File: config.mk
export PLATFORM = sky130hd
export DESIGN_NAME = romulus_mode_ctrl_x4
export DESIGN_NICKNAME = d
export VERILOG_FILES = /design/src/rtl/romulus_ctrl_pkg.sv /design/src/rtl/romulus_mode_ctrl_x4_word_hs_cnt.sv /design/src/rtl/romulus_mode_ctrl_x4.sv
export SDC_FILE = /design/constraint.sdc
export NUM_CORES = 1
export LEC_CHECK = 0
export BUFFER_PORTS_ARGS = -buffer_cell sky130_fd_sc_hd__buf_4
export CAP_MARGIN = 10
export CELL_PAD_IN_SITES_DETAIL_PLACEMENT = 0
export CELL_PAD_IN_SITES_GLOBAL_PLACEMENT = 2
export CORE_MARGIN = 2
export CORE_UTILIZATION = 30
export CTS_BUF_LIST = sky130_fd_sc_hd__clkbuf_8
export CTS_CLUSTER_SIZE = 40
export DETAILED_ROUTE_END_ITERATION = 16
export PLACE_DENSITY_LB_ADDON = 0.1
export SLEW_MARGIN = 5
export SYNTH_ARGS = -nofsm -noshare
export SYNTH_HDL_FRONTEND = slang
export SYNTH_HIERARCHICAL = 1
export SYNTH_SLANG_ARGS = --single-unit
File: constraint.sdc
create_clock -name clk -period 5.5 [get_ports clk]
set_clock_uncertainty 0.05 [all_clocks]
set_input_delay 0.55 -clock clk [delete_from_list [all_inputs] [get_ports clk]]
set_output_delay 0.55 -clock clk [all_outputs]
set_load 0.02 [all_outputs]
File: src/rtl/romulus_ctrl_pkg.sv
// Shared encodings for the Romulus-N x4 control sequencer: command ops, FSM states, timing defaults.
package romulus_ctrl_pkg;

  localparam int CIPHER_CYC_DEF = 10;
  localparam int WORDS_DEF      = 4;

  typedef enum logic [2:0] {
    OP_LOAD_KEY   = 3'd0,
    OP_LOAD_NONCE = 3'd1,
    OP_ABSORB     = 3'd2,
    OP_CIPHER     = 3'd3,
    OP_TAG        = 3'd4,
    OP_CLR_STATE  = 3'd5,
    OP_CLR_CNT    = 3'd6,
    OP_NOP        = 3'd7
  } op_e;

  typedef enum logic [3:0] {
    IDLE = 4'd0,
    LDK  = 4'd1,
    LDN  = 4'd2,
    ABS  = 4'd3,
    INIT = 4'd4,
    RND  = 4'd5,
    RST  = 4'd6,
    OUT  = 4'd7,
    CLR  = 4'd8
  } state_e;

endpackage

File: src/rtl/romulus_mode_ctrl_x4_word_hs_cnt.sv
// Block word counter: counts accepted words, flags the last one, wraps to 0 on it.
// Zero latency on last_o (decoded from the registered count); advances only on xfer_i.
module word_hs_cnt #(
  parameter int WORDS = 4
) (
  input  logic clk,
  input  logic rst,
  input  logic xfer_i,
  output logic last_o
);

  logic [1:0] cnt_q, cnt_d;

  assign last_o = (cnt_q == 2'(WORDS - 1));

  always_comb begin
    cnt_d = cnt_q;
    if (xfer_i) cnt_d = last_o ? 2'd0 : cnt_q + 2'd1;
  end

  always_ff @(posedge clk) begin
    if (rst) cnt_q <= 2'd0;
    else     cnt_q <= cnt_d;
  end

endmodule

File: src/rtl/romulus_mode_ctrl_x4.sv
// Control sequencer for the 4-round-unrolled Romulus-N datapath; CIPHER takes CIPHER_CYC+2 cycles.
// Word states stall without counting when the active handshake is not completing.
module romulus_mode_ctrl_x4
  import romulus_ctrl_pkg::*;
#(
  parameter int CIPHER_CYC = CIPHER_CYC_DEF,
  parameter int WORDS      = WORDS_DEF
) (
  input  logic       clk,
  input  logic       rst,
  input  logic       cmd_valid,
  output logic       cmd_ready,
  input  logic [2:0] cmd_op,
  input  logic       cmd_emit,
  input  logic [3:0] cmd_decrypt,
  input  logic [7:0] cmd_domain,
  input  logic       cmd_inc,
  output logic       done,
  input  logic       pdi_valid,
  output logic       pdi_ready,
  input  logic       sdi_valid,
  output logic       sdi_ready,
  output logic       pdo_valid,
  input  logic       pdo_ready,
  output logic       srst,
  output logic       senc,
  output logic       sse,
  output logic       xrst,
  output logic       xenc,
  output logic       xse,
  output logic       yrst,
  output logic       yenc,
  output logic       yse,
  output logic       zrst,
  output logic       zenc,
  output logic       zse,
  output logic       erst,
  output logic       correct_cnt,
  output logic       tk1s,
  output logic [7:0] domain,
  output logic [3:0] decrypt
);

  localparam int CW = (CIPHER_CYC > 1) ? $clog2(CIPHER_CYC) : 1;

  state_e      state_q;
  op_e         op_q;
  logic        emit_q, inc_q;
  logic [7:0]  domain_q;
  logic [3:0]  dec_q;
  logic [CW-1:0] cyc_q;
  logic        xfer, last;

  word_hs_cnt #(.WORDS(WORDS)) u_cnt (
    .clk    (clk),
    .rst    (rst),
    .xfer_i (xfer),
    .last_o (last)
  );

  assign domain = domain_q;
  assign xrst   = 1'b0;
  assign yrst   = 1'b0;

  always_comb begin
    cmd_ready   = 1'b0;
    done        = 1'b0;
    pdi_ready   = 1'b0;
    sdi_ready   = 1'b0;
    pdo_valid   = 1'b0;
    srst        = 1'b0;
    senc        = 1'b0;
    sse         = 1'b0;
    xenc        = 1'b0;
    xse         = 1'b0;
    yenc        = 1'b0;
    yse         = 1'b0;
    zrst        = 1'b0;
    zenc        = 1'b0;
    zse         = 1'b0;
    erst        = 1'b0;
    correct_cnt = 1'b0;
    tk1s        = 1'b0;
    decrypt     = 4'd0;
    xfer        = 1'b0;
    case (state_q)
      IDLE: cmd_ready = 1'b1;
      LDK: begin
        sdi_ready = 1'b1;
        xfer      = sdi_valid;
        xse       = xfer;
        done      = xfer & last;
      end
      LDN: begin
        pdi_ready = 1'b1;
        xfer      = pdi_valid;
        yse       = xfer;
        done      = xfer & last;
      end
      ABS: begin
        // With emit the pdi and pdo words move together, so each side waits on the other.
        decrypt   = dec_q;
        pdi_ready = emit_q ? pdo_ready : 1'b1;
        pdo_valid = emit_q & pdi_valid;
        xfer      = pdi_valid & (~emit_q | pdo_ready);
        sse       = xfer;
        done      = xfer & last;
      end
      INIT: erst = 1'b1;
      RND: begin
        senc = 1'b1;
        xenc = 1'b1;
        yenc = 1'b1;
        zenc = 1'b1;
      end
      RST: begin
        tk1s        = 1'b1;
        xse         = 1'b1;
        yse         = 1'b1;
        zse         = 1'b1;
        correct_cnt = inc_q;
        done        = 1'b1;
      end
      OUT: begin
        pdo_valid = 1'b1;
        xfer      = pdo_ready;
        sse       = xfer;
        done      = xfer & last;
      end
      CLR: begin
        srst = (op_q == OP_CLR_STATE);
        zrst = (op_q == OP_CLR_CNT);
        done = 1'b1;
      end
      default: ;
    endcase
  end

  always_ff @(posedge clk) begin
    if (rst) begin
      state_q  <= IDLE;
      op_q     <= OP_NOP;
      emit_q   <= 1'b0;
      inc_q    <= 1'b0;
      domain_q <= 8'd0;
      dec_q    <= 4'd0;
      cyc_q    <= '0;
    end else begin
      case (state_q)
        IDLE: if (cmd_valid) begin
          op_q     <= op_e'(cmd_op);
          emit_q   <= cmd_emit;
          inc_q    <= cmd_inc;
          domain_q <= cmd_domain;
          dec_q    <= cmd_decrypt;
          case (op_e'(cmd_op))
            OP_LOAD_KEY:   state_q <= LDK;
            OP_LOAD_NONCE: state_q <= LDN;
            OP_ABSORB:     state_q <= ABS;
            OP_CIPHER:     state_q <= INIT;
            OP_TAG:        state_q <= OUT;
            default:       state_q <= CLR;
          endcase
        end
        LDK, LDN, ABS, OUT: if (xfer && last) state_q <= IDLE;
        INIT: begin
          state_q <= RND;
          cyc_q   <= '0;
        end
        RND: begin
          if (cyc_q == CW'(CIPHER_CYC - 1)) begin
            state_q <= RST;
            cyc_q   <= '0;
          end else begin
            cyc_q <= cyc_q + 1'b1;
          end
        end
        RST, CLR: state_q <= IDLE;
        default:  state_q <= IDLE;
      endcase
    end
  end

endmodule

==> impl_results.rst <==
.. list-table::
   :header-rows: 1

   * - Metric
     - Value
   * - Outcome
     - finished clean
   * - Total number of vias
     - 1,440
   * - Portion of total power attributed to combinational logic
     - 47.4%
   * - Starting density of the core
     - 31.6%
   * - Post-synthesis compound-gate area fraction
     - 18.5%
   * - Most instantiated cells after synthesis
     - sky130_fd_sc_hd__nand2_1 (44), sky130_fd_sc_hd__dfxtp_1 (27), sky130_fd_sc_hd__a21oi_1 (22), sky130_fd_sc_hd__nor2_1 (11)
   * - Cells after synthesis
     - 197
   * - GR Util All Layers
     - 14.2%
   * - Avg Synthesized Cell Area
     - 7.67 µm²
   * - Pin count of the biggest net entering global routing
     - 24
   * - Maximum level of the CTS H-tree
     - 1
   * - Crit Path Max Fanout
     - 19
   * - Total of buffers placed on input and output ports
     - 52
   * - Overall die area
     - 5620 µm²
   * - Final critical path time including I/O delays and setup
     - 2690 ps
   * - Yosys cell types
     - 45
   * - CTS clock-pin slew for the worst setup and hold paths
     - 90 ps
   * - Number of enable flip-flop cells after synthesis
     - 0
   * - Type of the tightest min-delay check
     - register to register
   * - PostCTS Resize Cnt
     - 0
   * - Sw Share
     - 42.4%
   * - Final setup violation count
     - 0
   * - Worst rel slew slack
     - 56.8%
   * - Number of placement rows
     - 25
   * - Fin util
     - 40.4%
   * - Power per standard cell area
     - 394 nW/µm²
   * - Yosys reg bits
     - 27
   * - Largest area contributor in the netlist
     - sky130_fd_sc_hd__dfxtp_1
   * - Maximum root-to-sink buffer count
     - 2
   * - Final hold violation count
     - 0
   * - Antenna viol nets, final
     - 0
   * - Setup tns final
     - 0 ps
   * - Routed length per placed instance
     - 12.4 µm
   * - Switching power
     - 0.323 mW
   * - Hold-fix buffers at CTS
     - 0
   * - DP Cell Count
     - 300
   * - Finished Layout Cells
     - 304
   * - RSZ-0062 raised after global routing
     - no
   * - Maximum achievable frequency
     - 372 MHz
   * - Slew at the pin closest to its max-slew limit
     - 646 ps
   * - Fraction of layout cells with a size suffix above 1
     - 25.3%
   * - Internal power summed over all cells
     - 0.439 mW
   * - Share of synthesized area spent on multiplexers
     - 1.99%
   * - Max Transition Viols Final
     - 0
   * - Pre-antenna DRT Iters
     - 4
   * - Clock tree from TritonCTS
     - done
   * - Xor/xnor cell area share of the yosys netlist
     - 0.580%
   * - Area occupied by multi-input gates
     - 843 µm²
   * - Portion of synthesized cell area occupied by the leading cell type
     - 35.8%
   * - Crit path max-delay cell type
     - sky130_fd_sc_hd__dfxtp_1
   * - Delay-heaviest family, CP
     - compound AO/OA/AOI/OAI gates
   * - Sequential cell area
     - 541 µm²
   * - Synthesis Warnings
     - 6
   * - Hold slack final
     - 410 ps
   * - Clock share of power
     - 14.8%
   * - Total setup buffers inserted after CTS
     - 0
   * - Total number of nets in the final design
     - 264
   * - Launching element type of the critical path
     - register
   * - Cell with the most instances after synthesis
     - sky130_fd_sc_hd__nand2_1
   * - Number of clock sinks
     - 27
   * - I/O pin count
     - 55
   * - Insertion delay to the later sink of the worst-skew pair
     - 270 ps
   * - Area fraction in and, or, nand and nor cells after synthesis
     - 31.8%
   * - Sequential fraction of design power
     - 37.7%
   * - Setup slack on the worst flop-to-flop path
     - 3380 ps
   * - Clock buffer count from CTS
     - 3
   * - Core box area
     - 4790 µm²
   * - Overflow after GRT
     - 0
   * - Worst Path Arrival
     - 2090 ps
   * - Leak
     - 0.847 nW
   * - Die extent in y
     - 75.0 µm
   * - Largest family of logic cells by synthesized area
     - simple AND/OR/NAND/NOR gates
   * - CP Capture Type
     - primary output
   * - Part of the cycle the worst path needs
     - 48.9%
   * - Post-synthesis cell area
     - 1510 µm²
   * - Fraction of the yosys area taken by sequential cells
     - 35.8%
   * - Routability congestion estimate from global placement
     - 0.871
   * - Global-route wire length before repair
     - 6.20 mm
   * - Mean number of vias per cell
     - 4.74
   * - Critical path buffers and inverters
     - 1
   * - Worst-path cell chain
     - o21ai_0 > a211o_1 > o2bb2a_1 > o22ai_1 > buf_4
   * - Number of max-cap violations
     - 0
   * - DRC violation count after routing
     - 0
   * - Endpoint required time on the critical path
     - 4900 ps
   * - Horizontal die dimension
     - 75.0 µm
   * - Iter 0 DRT Violations
     - 53
   * - Async SR Flop Fraction
     - 0%
   * - Ys flop type
     - sky130_fd_sc_hd__dfxtp_1
   * - Antenna violations before repair
     - 0
   * - Peak per-stage delay on the critical path
     - 650 ps
   * - Adder-cell share of the synthesized area
     - 2.49%
   * - Routed Wire Length
     - 3.78 mm
   * - Inserted Diodes
     - 0
   * - VDD IR-drop max
     - 0.147 mV
   * - Layout Area Growth over Synthesis
     - 28.0%
   * - HPWL Detailed
     - 2.83 mm
   * - Setup CP Type
     - register to primary output
   * - Via count of the first global-routing pass
     - 1,336
   * - Dominant cells by area after synthesis
     - sky130_fd_sc_hd__dfxtp_1 (36%), sky130_fd_sc_hd__nand2_1 (11%), sky130_fd_sc_hd__a21oi_1 (7.3%)
   * - Final-layout fill cell count
     - 501
   * - Master cell of the clock root buffer
     - sky130_fd_sc_hd__clkbuf_8
-- per-layer routing --
layer / part of all wire (%) / GRT usage (%) / vias to the layer above
li1: - / - / 746
met1: 46 / 18.4 / 643
met2: 47 / 23.3 / 42
met3: 5.6 / 2.54 / 9
met4: 2.1 / 5.75 / 0
met5: 0 / 0 / -
-- cell usage in the layout, fill, tap and decap left out, types with 2 or more instances in the layout --
master and n:
sky130_fd_sc_hd__a21oi_1 22, sky130_fd_sc_hd__nor3b_1 2, sky130_fd_sc_hd__and3_1 3, sky130_fd_sc_hd__inv_1 9
sky130_fd_sc_hd__nand2_1 44, sky130_fd_sc_hd__dfxtp_1 27, sky130_fd_sc_hd__ha_1 3, sky130_fd_sc_hd__nor3_1 5
sky130_fd_sc_hd__nor2b_1 4, sky130_fd_sc_hd__mux2i_1 3, sky130_fd_sc_hd__conb_1 2, sky130_fd_sc_hd__buf_4 52
sky130_fd_sc_hd__o21ai_0 8, sky130_fd_sc_hd__nor2_1 11, sky130_fd_sc_hd__nand2b_1 4, sky130_fd_sc_hd__nand3_1 4
sky130_fd_sc_hd__clkbuf_8 3, sky130_fd_sc_hd__and2_1 5, sky130_fd_sc_hd__nand3b_1 2, sky130_fd_sc_hd__nor4b_1 2
-- logic make-up (layout without fill, tap and decap cells) --
kind of cell	after synthesis	count (layout)
compound gates	42	42
mux	3	3
other cells	1	2
buf+inv	25	64
flops	27	27
simple gates	95	95
fa+ha+maj	3	3
xor+xnor	1	1
-- stage by stage --
stage / area [µm²] / worst slack [ps] / total power [mW]
after floorplan: 1510 / 2990 / 0.554
after global placement: 1890 / 3180 / 0.649
after CTS: 1930 / 2800 / 0.772
after global routing: 1930 / 2550 / 0.826
final: 1930 / 2810 / 0.762
after detailed placement: 1890 / 3080 / 0.657
-- path summary, 6_finish.rpt --
| kind | from | to | cells past startpoint |
|---|---|---|---|
| min reg2reg | domain[5]$_SDFFE_PP0P_ | domain[5]$_SDFFE_PP0P_ | 2 |
| max | state_q[1]$_SDFFE_PP0P_ | done | 5 |
| min | domain[5]$_SDFFE_PP0P_ | domain[5]$_SDFFE_PP0P_ | 2 |
| max reg2reg | state_q[1]$_SDFFE_PP0P_ | u_cnt/cnt_q[0]$_SDFFE_PP0P_ | 5 |
-- final cells by class --
type / count / share of cell area (%)
Clock inverter: 1 / 0.194
Multi-Input combinational cell: 146 / 43.6
Tap cell: 67 / 4.34
Sequential cell: 27 / 28.0
Clock buffer: 3 / 2.14
Inverter: 8 / 1.55
Timing Repair Buffer: 52 / 20.2
-- state kept, by name, indices dropped and copies added, names as in the netlist --
signal	cells
inc_q	1
op_q	3
cyc_q	4
emit_q	1
state_q	4
domain	8
u_cnt/cnt_q	2
dec_q	4
-- power by group through the flow --
stage	Sequential (mW)	Combinational, mW	Clock [mW]
final	0.287	0.361	0.113
after global routing	0.297	0.401	0.128
after CTS	0.287	0.366	0.119
after detailed placement	0.291	0.366	0
after global placement	0.287	0.362	0
after floorplan	0.271	0.283	0
-- worst min-delay path: stages, from the launching register on --
cell and delay [ps]:
sky130_fd_sc_hd__dfxtp_1 320, sky130_fd_sc_hd__nand2_1 50, sky130_fd_sc_hd__a21oi_1 50
Power figures use the tool's default switching activity.
